--- config.mk ---
export PLATFORM = sky130hd
export DESIGN_NAME = key_debounce_multi
export DESIGN_NICKNAME = d
export VERILOG_FILES = /design/src/rtl/key_debounce_multi.sv
export SDC_FILE = /design/constraint.sdc
export NUM_CORES = 1
export LEC_CHECK = 0
export CORE_AREA = 2 2 169 171
export CTS_CLUSTER_SIZE = 16
export DETAILED_ROUTE_END_ITERATION = 8
export DIE_AREA = 0 0 171 173
export HOLD_SLACK_MARGIN = 0.08
export PLACE_DENSITY = 0.87
export SYNTH_ARGS = -nofsm -noshare
export SYNTH_HDL_FRONTEND = slang
export SYNTH_SLANG_ARGS = --single-unit
--- constraint.sdc ---
create_clock -name clk -period 2.6 [get_ports clk]
set_clock_uncertainty 0.2 [all_clocks]
set_input_delay 0.39 -clock clk [delete_from_list [all_inputs] [get_ports clk]]
set_output_delay 0.39 -clock clk [all_outputs]
set_load 0.01 [all_outputs]
--- src/rtl/key_debounce_multi.sv ---
// key_debounce_multi: multi-channel debouncer for active-low push buttons.
// Each channel runs a two-flop synchroniser, a stable-time counter, a
// two-state press FSM, a long-press timer and a wrapping press counter.
// Decisions taken by the FSM are registered once as events and then once
// more into the output registers, so every output is a plain flop.
module key_debounce_multi #(
  parameter int NUM_KEYS    = 4,
  parameter int CLK_HZ      = 50_000_000,
  parameter int DEBOUNCE_MS = 20,
  parameter int LONG_MS     = 1000,
  parameter int CNT_W       = 8
) (
  input  logic                      clk,
  input  logic                      rst_n,
  input  logic [NUM_KEYS-1:0]       key_in,
  output logic [NUM_KEYS-1:0]       key_level,
  output logic [NUM_KEYS-1:0]       key_press,
  output logic [NUM_KEYS-1:0]       key_release,
  output logic [NUM_KEYS-1:0]       long_press,
  output logic [NUM_KEYS*CNT_W-1:0] press_cnt
);

  // Terminal counts: a level must be seen DB_MAX+1 consecutive cycles to be
  // accepted, and a press must be held LONG_MAX+1 cycles to count as long.
  localparam int DB_MAX   = CLK_HZ / 1000 * DEBOUNCE_MS - 1;
  localparam int LONG_MAX = CLK_HZ / 1000 * LONG_MS - 1;
  localparam int BIG_MAX  = (DB_MAX > LONG_MAX) ? DB_MAX : LONG_MAX;
  localparam int CW       = $clog2(BIG_MAX) + 1;

  localparam logic [CW-1:0] DB_TOP   = CW'(DB_MAX);
  localparam logic [CW-1:0] LONG_TOP = CW'(LONG_MAX);

  // One-hot style encoding leaves two unused codes; both fall back to RELEASED.
  typedef enum logic [1:0] {
    ST_RELEASED = 2'b01,
    ST_PRESSED  = 2'b10
  } state_t;

  for (genvar i = 0; i < NUM_KEYS; i++) begin : g_key

    logic          sync_a;
    logic          sync_s;
    state_t        state;
    state_t        state_nxt;
    logic [CW-1:0] db_cnt;
    logic [CW-1:0] db_nxt;
    logic [CW-1:0] long_cnt;
    logic [CW-1:0] long_nxt;
    logic          long_done;
    logic          long_done_nxt;
    logic          press_evt;
    logic          release_evt;
    logic          long_evt;
    logic          press_q;
    logic          release_q;
    logic          long_q;
    logic          level_r;
    logic          press_r;
    logic          release_r;
    logic          long_r;
    logic [CNT_W-1:0] cnt_r;

    // Two-flop synchroniser; idles high so a reset looks like "not pressed".
    always_ff @(posedge clk or negedge rst_n) begin
      if (!rst_n) begin
        sync_a <= 1'b1;
        sync_s <= 1'b1;
      end else begin
        sync_a <= key_in[i];
        sync_s <= sync_a;
      end
    end

    // FSM state register together with the debounce and long-press timers.
    always_ff @(posedge clk or negedge rst_n) begin
      if (!rst_n) begin
        state     <= ST_RELEASED;
        db_cnt    <= '0;
        long_cnt  <= '0;
        long_done <= 1'b0;
      end else begin
        state     <= state_nxt;
        db_cnt    <= db_nxt;
        long_cnt  <= long_nxt;
        long_done <= long_done_nxt;
      end
    end

    // Next-state logic: count while the synchronised input disagrees with
    // the accepted level, restart on any return to it. The long timer runs
    // for the whole time the press is accepted and stops once it has fired.
    always_comb begin
      state_nxt     = state;
      db_nxt        = db_cnt;
      long_nxt      = long_cnt;
      long_done_nxt = long_done;
      unique case (state)
        ST_RELEASED: begin
          if (sync_s) begin
            db_nxt = '0;
          end else if (db_cnt == DB_TOP) begin
            state_nxt     = ST_PRESSED;
            db_nxt        = '0;
            long_nxt      = '0;
            long_done_nxt = 1'b0;
          end else begin
            db_nxt = db_cnt + 1'b1;
          end
        end
        ST_PRESSED: begin
          if (!sync_s) begin
            db_nxt = '0;
          end else if (db_cnt == DB_TOP) begin
            state_nxt = ST_RELEASED;
            db_nxt    = '0;
          end else begin
            db_nxt = db_cnt + 1'b1;
          end
          if (!(sync_s && db_cnt == DB_TOP) && !long_done) begin
            if (long_cnt == LONG_TOP) begin
              long_done_nxt = 1'b1;
            end else begin
              long_nxt = long_cnt + 1'b1;
            end
          end
        end
        default: begin
          state_nxt     = ST_RELEASED;
          db_nxt        = '0;
          long_nxt      = '0;
          long_done_nxt = 1'b0;
        end
      endcase
    end

    // Event decode; an accepted release masks a long press in the same cycle.
    always_comb begin
      press_evt   = 1'b0;
      release_evt = 1'b0;
      long_evt    = 1'b0;
      if (state == ST_RELEASED) begin
        press_evt = !sync_s && (db_cnt == DB_TOP);
      end else if (state == ST_PRESSED) begin
        release_evt = sync_s && (db_cnt == DB_TOP);
        long_evt    = !release_evt && !long_done && (long_cnt == LONG_TOP);
      end
    end

    // Event register, captured on the same edge that moves the FSM.
    always_ff @(posedge clk or negedge rst_n) begin
      if (!rst_n) begin
        press_q   <= 1'b0;
        release_q <= 1'b0;
        long_q    <= 1'b0;
      end else begin
        press_q   <= press_evt;
        release_q <= release_evt;
        long_q    <= long_evt;
      end
    end

    // Output register: level follows the FSM, pulses follow the events and
    // the press counter simply wraps.
    always_ff @(posedge clk or negedge rst_n) begin
      if (!rst_n) begin
        level_r   <= 1'b1;
        press_r   <= 1'b0;
        release_r <= 1'b0;
        long_r    <= 1'b0;
        cnt_r     <= '0;
      end else begin
        level_r   <= (state != ST_PRESSED);
        press_r   <= press_q;
        release_r <= release_q;
        long_r    <= long_q;
        cnt_r     <= cnt_r + CNT_W'(press_q);
      end
    end

    assign key_level[i]                  = level_r;
    assign key_press[i]                  = press_r;
    assign key_release[i]                = release_r;
    assign long_press[i]                 = long_r;
    assign press_cnt[i*CNT_W +: CNT_W]   = cnt_r;

  end

endmodule

### Word-level counts from Yosys, hierarchy flattened

Index checks and enable logic that the tools add are counted.

* logic and storage cells: 252
* input bits: 6
* register bits after elaboration: 296

* mux-type cells: 96
* add/sub/neg operators: 12
* eq/ne operators: 48
* reduce and logical (&&, ||, !) cells: 40

Operator list (count)
* 27-bit 2-to-1 mux: 28
* 27-bit one-hot mux with 2 select lines: 8
* 27-bit by 1-bit adder with 27-bit output (second input constant): 8
* 27-bit by 20-bit equality test with 1-bit output (second input constant): 4
* 27-bit by 26-bit equality test with 1-bit output (second input constant): 4
* 2-bit inequality test (second input constant): 29
* 4-bit AND reduction: 12
* 1-bit 2-to-1 mux: 36
* 8-bit by 1-bit adder with 8-bit output: 4
* 2-bit 2-to-1 mux: 16
* 1-bit logical AND: 16
* 2-bit one-hot mux with 2 select lines: 4
* 1-bit zero test: 12
* 2-bit by 1-bit equality test with 1-bit output (second input constant): 4
* 2-bit equality test (second input constant): 4
* 1-bit one-hot mux with 2 select lines: 4
* 2-bit by 1-bit inequality test with 1-bit output (second input constant): 3

### Longest topological paths before layout

Gate-level depths: netlist (run 1).

* word-level depth: 7
* depth in mapped cells: 11
* gate-level depth less buffers: 7

### Worst setup path before layout (run 1)

Ideal clock, no wire load.

* path kind: reg2reg
* start point: register g_key[1].long_cnt[16]
* end point: register g_key[1].long_cnt[23]
* arrival time: 2453 ps
* slack: -171 ps
* period minus slack after synthesis: 2771 ps
* cell stages (with the launch flop): 8
* path buffers: 1
* path through: dfrtp_1 -> or4b_1 -> or4b_2 -> o41ai_2 -> nand3b_1 -> buf_2 -> a21oi_1 -> a21o_1

* cells in the longest elaborated chain, start to end: 4
* elaborated cells between the ends (all ways): 7

RTL lines
* start: declaration: RTL line 47 `logic [CW-1:0] long_cnt;`
* start signal: assignment: RTL line 84 `long_cnt <= long_nxt;`
* 27-bit by 1-bit adder with 27-bit output: RTL line 123 `long_nxt = long_cnt + 1'b1;`
* 27-bit 2-to-1 mux: RTL line 120 `if (long_cnt == LONG_TOP) begin`
* 27-bit 2-to-1 mux: RTL line 119 `if (!(sync_s && db_cnt == DB_TOP) && !long_done) begin`
* 27-bit one-hot mux with 2 select lines: RTL line 97 `unique case (state)`

Several ways; a longest one is shown, not always the timed one. The select of a mux whose other input is x is not followed.
A chain may end at the register's enable or synchronous reset.

### Worst setup path after layout (run 1)

* start point: register g_key[2].db_cnt[15]
* end point: register g_key[2].long_cnt[25]

* cells in the longest elaborated chain, start to end: 6
* elaborated cells between the ends (all ways): 7

RTL lines
* start: declaration: RTL line 45 `logic [CW-1:0] db_cnt;`
* start signal: assignment: RTL line 83 `db_cnt <= db_nxt;`
* 27-bit by 20-bit equality test with 1-bit output (*): RTL line 101, 119
* 1-bit logical AND: RTL line 119
* 1-bit zero test: RTL line 119
* 1-bit logical AND: RTL line 119
* 2-bit inequality test (no line)
* 4-bit AND reduction (no line) (*)
* end signal: assignment: RTL line 84
* end: declaration: RTL line 47

Every way passes the cells marked *; elsewhere a longest branch is shown, timed or not.

==> results.ini, run 1 <==
[logic_synthesis]
yosys-top-cells-count=dfrtp_1 (280), nand2_1 (206), nor2_1 (149)
synthXorXnorAreaFrac_pct=6.30
ys_dominant_reg_cell=dfrtp_1
synthAdderAreaFrac_pct=2.00
synth_warnings=0
seq_area_frac_synth_pct=49.5
synthTopCellsByArea=dfrtp_1 (47%), nand2_1 (5.2%), nand3_1 (4.2%)
yosysTopAreaCell=dfrtp_1
synth.top_cell.area_share_pct=46.7
synth_area_um2=15000
synthSimpleGateAreaFrac_pct=27.9
syn_inst=1592
synth.most_common_cell=dfrtp_1
synthMuxAreaShare_pct=0.200
synth_seq_cells=296
synth-compound-area-share_pct=10.8
syn_nets=1622
synth_enable_flop_cells=0
avgSynthCellArea_um2=9.43
synth_top_family_by_area=simple AND/OR/NAND/NOR gates
async_reset_ff_share_pct=100
ys_types=66

[placed_design]
post-place-ws_ns=-0.185
dpl.hpwl_um=22600
place.gp.congestion=0.843
placed_cells=2103
port-buffer-count=53
postPlaceCellArea_um2=17100

[global_route]
use_met2_pct=43.0
antenna_found_initial=0
grt_max_degree=66
grt_pass1_wl_um=62000
met1_usage_pct=31.1
grt_pass1_vias=13400
grt_busiest_layer=met2
grt_use_met3_pct=3.91
track_usage_pct=24.9
grt_overflow=0

[timing]
hold_viol=0
period_needed_ns=2.85
max_freq_mhz=350
hold_ws_ns=0.0897
drv_slew=0
grt_setup_unrepaired=yes
setup_tns_ns=-9.71
worstMarginPinSlew_ns=0.616
finalSetupViolCount=94
slew_headroom_pct=58.5
fin_crit_sh_pct=110
setup_slack_ns=-0.254

[floorplanning]
fp.dieW_um=171
core_area_um2=27600
io_pins=54
start_util_pct=54.3
core.rowCount=61
die_height_um=173
dieArea_um2=29600

[clocking]
clk_pin_slew_ns=0.06
cts_tree=done
clock_path_buffers=3
clock-root-buffer=clkbuf_16
clock_latency_ns=0.52
cts.sinks=296
htree_levels=2
cts_made_buffers=34

[worst_hold_path]
holdCritPathClass=in2reg

[power_and_ir_drop]
comb_power_share_pct=2.1
pwr-share-clk_pct=50.8
ir_drop_v=0.000557
p_switching_mw=2.08
power_mw=9.90
powerDensity_nw_per_um2=511
seq_power_share_pct=47.0
swShare_pct=21.1
power.leakage_nw=8.42
p_int_mw=7.82

[route]
post-route-drc-count=0
routedWlPerCell_um=17.7
wl_um=38900
drt_iter0_markers=1442
drt-vias-per-instance=6.11
num_vias=13400
ant_nets=0
drt_pass1_iterations=8

[run_status]
status=complete, but fails checks
violations=negative setup slack

[worst_setup_path]
arrival_ns=3.06
crit_path_start_kind=flip-flop
end_kind=flip-flop
crit_type=reg2reg
cp_max_fo=6
worstPathRequired_ns=2.81

[finish]
insertedDiodeCount=0
nFillCells=1757
final_util_pct=70.2
drive_gt1_share_pct=21.7
nets=1825
fin_cells=2198
fin_area_um2=19400
flow.area_growth_from_synthesis_pct=29.2

[job]
cap_violations=0

-- registers in the layout, summed over array words and instances (netlist names), 8 cells and up --
| signal | cells |
|---|---|
| g_key.cnt_r | 32 |
| g_key.db_cnt | 108 |
| g_key.state | 8 |
| g_key.long_cnt | 108 |
-- power groups by stage --
| stage | registers (mW) | clock network (mW) | logic [mW] |
|---|---|---|---|
| final | 4.66 | 5.04 | 0.213 |
| after global routing | 4.66 | 5.28 | 0.243 |
| after CTS | 4.65 | 5.09 | 0.217 |
| after detailed placement | 4.74 | 0 | 0.210 |
| after global placement | 4.73 | 0 | 0.205 |
| after floorplan | 4.73 | 0 | 0.0549 |
-- layer usage --
layer  vias up  share of wire [%]
li1       6171                  -
met2       555                 51
met4         0                3.1
met1      6567                 40
met3       128                5.6
met5         -                  0
-- path summary, 6_finish.rpt --
check                      depth (start not counted)                     to           startpoint  slack (ns)
max                                                7  g_key[2].long_cnt[25]  g_key[2].db_cnt[15]       -0.25
min in group asynchronous                          2      g_key[2].cnt_r[6]                rst_n        0.21
min reg2reg                                        0        g_key[1].long_r      g_key[1].long_q        0.15
max in group asynchronous                          3        g_key[2].sync_s                rst_n        1.23
min                                                1        g_key[1].sync_a            key_in[1]        0.09
max reg2reg                                        7  g_key[2].long_cnt[25]  g_key[2].db_cnt[15]       -0.25
-- critical path, cell delays in order (launching register included) --
cell	delay (ns)
dfrtp_1	0.41
nor4bb_2	0.32
nand4_1	0.20
or3_4	0.44
a221o_2	0.43
clkbuf_16	0.18
or4b_1	0.46
o211ai_1	0.11
-- logic make-up after synthesis --
family                     Yosys count
AOI/OAI and AO/OA                  236
xor gates and xnor gates           108
adders and majority gates           24
buffers and inverters              114
DFF                                296
muxes                                3
and+or+nand+nor                    811
-- layout make-up --
| cell class | count | area, um^2 | area share [%] |
|---|---|---|---|
| multi-input cells | 1183 | 7830 | 40.4 |
| flip-flops and latches | 296 | 7430 | 38.3 |
| repair buffers | 246 | 2340 | 12.1 |
| clock buffers | 52 | 1060 | 5.48 |
| well taps | 378 | 473 | 2.44 |
| inverters | 34 | 128 | 0.658 |
| clock inverters | 9 | 126 | 0.652 |
-- placed cells by master (no fill, tap or decap), types with 7 or more instances in the layout --
cell type          n
buf_12            11
a211o_1           14
dfrtp_1          280
nor2_1           145
buf_6             32
xor2_1            53
nand2_2           23
xnor2_1           55
nand4_1           45
buf_4            142
nand3b_1          14
nand3_1          122
nand2_1          180
o211ai_1          25
and4_1            17
nor4_1            24
nor4b_1            7
inv_1             34
clkbuf_8           8
nor4_2             7
a21o_1            17
clkdlybuf4s50_1   52
a21oi_1           46
clkbuf_16         41
and3_1            57
or4_1             17
a21oi_2           18
ha_1              24
o21ai_1            8
nand2b_1          10
a31oi_1           10
clkbuf_1           7
nor3_1            30
or3_1             38
dfstp_2           16
o21ai_0           24
nand4b_1          11
-- timing repair --
action | in CTS | in global routing
endpoints found under the setup margin | 90 | 131
resized for setup | 41 | 138
hold buffers | 2 | 0
buffers inserted | 14 | 15
pin swaps | 20 | 50
gates cloned | 5 | 6
hold endpoints to repair | 235 | 0
(Power assumes the default switching activity.)
==> inputs of run 2 (changes only) <==
- GPL_TIMING_DRIVEN: unset -> 0
==> results.ini, run 2 (synthesis gave the netlist of run 1 again) <==
[clocking]
htree_levels=1
clk_pin_slew_ns=0.07
clock_path_buffers=3
cts.sinks=296
clock_latency_ns=0.58
cts_made_buffers=31
cts_tree=done
clock-root-buffer=clkbuf_16

[global_route]
grt_overflow=0
grt_max_degree=125
track_usage_pct=26.0
grt_pass1_vias=13200
antenna_found_initial=0
grt_pass1_wl_um=64400

[power_and_ir_drop]
ir_drop_v=0.000513
powerDensity_nw_per_um2=504
power.leakage_nw=8.17
power_mw=9.68

[route]
routedWlPerCell_um=19.7
drt_pass1_iterations=6
ant_nets=0
num_vias=14000
drt-vias-per-instance=6.46
wl_um=42700
post-route-drc-count=0
drt_iter0_markers=1839

[worst_setup_path]
end_kind=flip-flop
crit_path_start_kind=flip-flop
arrival_ns=3.42
crit_type=reg2reg
cp_max_fo=7
worstPathRequired_ns=2.87

[finish]
nets=1790
insertedDiodeCount=0
final_cell_mix=dfrtp_1 (276), nand2_1 (176), nor2_1 (145), nand3_1 (120), buf_4 (67)
fin_cells=2163
final_common_cell=dfrtp_1
drive_gt1_share_pct=20.1
flow.area_growth_from_synthesis_pct=28.0
largest_registers=g_key.db_cnt (108), g_key.long_cnt (108), g_key.cnt_r (32)

[timing]
hold_viol=0
hold_ws_ns=0.144
setup_tns_ns=-18.56
grt_setup_unrepaired=yes
period_needed_ns=3.14
fin_crit_sh_pct=121
finalSetupViolCount=96
drv_slew=0
worstMarginPinSlew_ns=0.789
max_freq_mhz=318
slew_headroom_pct=47.0
setup_slack_ns=-0.544

[placed_design]
placed_cells=2025
dpl.hpwl_um=22300
place.gp.congestion=0.885
port-buffer-count=53

[run_status]
status=complete, but fails checks
violations=negative setup slack

[floorplanning]
fp.dieW_um=171
start_util_pct=54.3
die_height_um=173
dieArea_um2=29600
core.rowCount=61
io_pins=54
core_area_um2=27600

[job]
cap_violations=0

[worst_hold_path]
holdCritPathClass=reg2reg

==> run 2: changes by cell type in the layout (fill, tap and decap cells not counted), moves of 5 or more <==
cell | before | now
buf_4 | 142 | 67
clkbuf_1 | 7 | 29
buf_8 | 2 | 11
clkbuf_16 | 41 | 32
buf_12 | 11 | 3
clkbuf_2 | 0 | 6
nand2_4 | 3 | 9
clkinv_2 | 4 | 9
==> run 2: worst max-delay path: stages (launching register included) <==
cell,delay (ns)
dfrtp_1,0.42
ha_1,0.21
and3_1,0.16
clkbuf_1,0.30
nand4b_1,0.34
o41ai_4,0.49
a2111o_1,0.44
buf_6,0.17
buf_6,0.13
a21oi_2,0.04
mux2i_1,0.15
==> run 2: stage by stage <==
step                      worst slack [ns]  utilization [%]  instance area (um^2)
after floorplan                     -0.156                -                 15200
after detailed placement            -0.515             58.8                 16200
after global routing                -0.691             69.5                 19200
final                               -0.544             69.5                 19200
after CTS                           -0.347             67.0                 18500
after global placement              -11.66             58.6                 16200
==> run 2: layout make-up <==
cell class,count,area [um^2]
multi-input combinational,1183,8110
clock inverter,20,265
fill,1745,8420
tap,378,473
buffer,75,559
timing repair buffer,139,1400
inverter,34,128
clock buffer,38,842
sequential,296,7430
==> run 2: per-layer routing <==
layer | track usage, % | vias to the layer above | wire length (um)
met1 | 33.6 | 6761 | 16100
met2 | 43.6 | 903 | 21100
met3 | 3.34 | 223 | 3540
li1 | - | 6093 | -
met5 | 0 | - | 0
met4 | 11.7 | 0 | 1940
==> run 2: worst paths after layout <==
| path | from | to | slack [ns] | cells past startpoint |
|---|---|---|---|---|
| max | g_key[0].long_cnt[0] | g_key[0].long_cnt[16] | -0.54 | 10 |
| min | g_key[2].release_q | g_key[2].release_r | 0.14 | 0 |
| max reg2reg | g_key[0].long_cnt[0] | g_key[0].long_cnt[16] | -0.54 | 10 |
| min reg2reg | g_key[2].release_q | g_key[2].release_r | 0.14 | 0 |
| max in group asynchronous | rst_n | g_key[3].long_cnt[3] | 1.00 | 3 |
| min in group asynchronous | rst_n | g_key[1].db_cnt[6] | 0.18 | 2 |
==> run 2: power by group <==
group | switching, mW | internal [mW] | total, mW
clock | 1.92 | 2.89 | 4.81
combinational | 0.150 | 0.0563 | 0.207
sequential | 0.0279 | 4.63 | 4.66
==> run 2: timing repair <==
action / in CTS / in global routing
endpoints found under the setup margin: 189 / 195
hold buffers: 5 / 0
pin swaps: 55 / 40
buffers inserted: 46 / 20
gates resized for setup: 141 / 138
hold endpoints to repair: 80 / 0
gates cloned: 15 / 2
==> inputs of run 3 (changes only) <==
- HOLD_SLACK_MARGIN: 0.08 -> unset
==> results.ini, run 3 (synthesis gave the netlist of run 1 again) <==
[clocking]
cts_made_buffers=31
clock_path_buffers=3
clock_latency_ns=0.58
cts.sinks=296
cts_tree=done
clock-root-buffer=clkbuf_16
htree_levels=1
clk_pin_slew_ns=0.06

[timing]
drv_slew=0
period_needed_ns=3.11
worstMarginPinSlew_ns=0.844
hold_viol=0
finalSetupViolCount=96
fin_crit_sh_pct=120
hold_ws_ns=0.0276
max_freq_mhz=321
slew_headroom_pct=43.2
grt_setup_unrepaired=yes
setup_slack_ns=-0.513
setup_tns_ns=-19.35

[route]
drt-vias-per-instance=6.47
routedWlPerCell_um=19.8
post-route-drc-count=0
num_vias=14000
ant_nets=0
wl_um=42800
drt_iter0_markers=1983
drt_pass1_iterations=8

[power_and_ir_drop]
swShare_pct=21.8
pwr-share-clk_pct=49.8
ir_drop_v=0.000518
seq_power_share_pct=48.1
power.leakage_nw=8.16
comb_power_share_pct=2.1
p_switching_mw=2.11
powerDensity_nw_per_um2=504
power_mw=9.69
p_int_mw=7.58

[worst_setup_path]
crit_type=reg2reg
cpPeakStageDelay_ns=0.49
cp-startpoint=g_key[0].long_cnt[0]
slowest_stage=o41ai_4
end_kind=flip-flop
rr_startpoint=g_key[0].long_cnt[0]
path_common_cell=buf_6
cp_max_fo=7
crit_path_start_kind=flip-flop
rr_worst_depth=10
arrival_ns=3.39
worstPathRequired_ns=2.88
critPathTopFamily=compound AO/OA/AOI/OAI gates
worstPathCellList=ha_1, and3_1, clkbuf_1, nand4b_1, o41ai_4, a2111o_1, buf_6, buf_6, a21oi_2, mux2i_1
cp.depth=10
crit_buf_inv=3

[run_status]
violations=negative setup slack
status=complete, but fails checks

[finish]
nets=1787
insertedDiodeCount=0
final_common_cell=dfrtp_1
drive_gt1_share_pct=20.4
regArea_um2=7430
multi_input_comb_area_um2=8150
flow.area_growth_from_synthesis_pct=28.0
nFillCells=1735
final_cell_mix=dfrtp_1 (276), nand2_1 (173), nor2_1 (145), nand3_1 (120), buf_4 (68)
largest_registers=g_key.db_cnt (108), g_key.long_cnt (108), g_key.cnt_r (32)

[global_route]
grt_pass1_vias=13200
track_usage_pct=26.0
grt_overflow=0
antenna_found_initial=0
grt_pass1_wl_um=64500
grt_max_degree=125

[worst_hold_path]
holdCritPathClass=in2reg
holdCritStartpoint=key_in[1]
worstHoldPathCells=1

[floorplanning]
die_height_um=173
core.rowCount=61
start_util_pct=54.3
core_area_um2=27600
io_pins=54
dieArea_um2=29600
fp.dieW_um=171

[placed_design]
place.gp.congestion=0.885
dpl.hpwl_um=22300
port-buffer-count=53

[job]
cap_violations=0

run 3: changes by cell type in the layout (fill, tap and decap cells not counted), sizes merged:
cell         previous run  this run
dlygate4sd3             5         1
buf                   120       122
clkbuf                 75        74
run 3: per-stage QoR:
| step | instances | setup slack, ns | area (um^2) | util [%] |
|---|---|---|---|---|
| after global routing | 2160 | -0.691 | 19200 | 69.5 |
| after global placement | 2023 | -11.66 | 16200 | 58.6 |
| final | 2160 | -0.513 | 19200 | 69.5 |
| after floorplan | 1592 | -0.156 | 15200 | - |
| after detailed placement | 2025 | -0.515 | 16200 | 58.8 |
| after CTS | 2143 | -0.347 | 18500 | 66.9 |
run 3: worst paths after layout:
path | endpoint | slack (ns)
worst max-delay path | g_key[0].long_cnt[16] | -0.51
worst min-delay path | g_key[1].sync_a | 0.03
worst max register to register | g_key[0].long_cnt[16] | -0.51
worst min register to register | g_key[2].release_r | 0.14
max in group asynchronous | g_key[2].long_cnt[0] | 0.97
min in group asynchronous | g_key[1].db_cnt[6] | 0.18
run 3: routing by layer:
layer	wire, um	up-vias	global-route usage (%)
li1	-	6084	-
met1	16100	6840	33.6
met2	21300	846	43.7
met3	3590	197	3.36
met4	1760	0	11.8
met5	0	-	0
run 3: power by group through the flow:
stage                     clock [mW]  combinational, mW  sequential (mW)
after detailed placement           0              0.185             4.74
after floorplan                    0             0.0549             4.73
after CTS                       4.82              0.194             4.66
final                           4.83              0.203             4.66
after global placement             0              0.169             4.74
after global routing            5.06              0.231             4.66
run 3: cell type report:
class                           instances  area share [%]
Timing Repair Buffer                  136            7.11
Tap cell                              378            2.46
Clock inverter                         20            1.38
Multi-Input combinational cell       1183            42.4
Buffer                                 75            2.91
Sequential cell                       296            38.7
Clock buffer                           38            4.38
Inverter                               34           0.664
run 3: timing repair:
item	4_1_cts	5_1_grt
buffers inserted	46	21
pin swaps	55	44
hold buffers	1	0
hold endpoints to repair	72	0
resized for setup	141	147
endpoints found under the setup margin	189	195
gates cloned	15	2
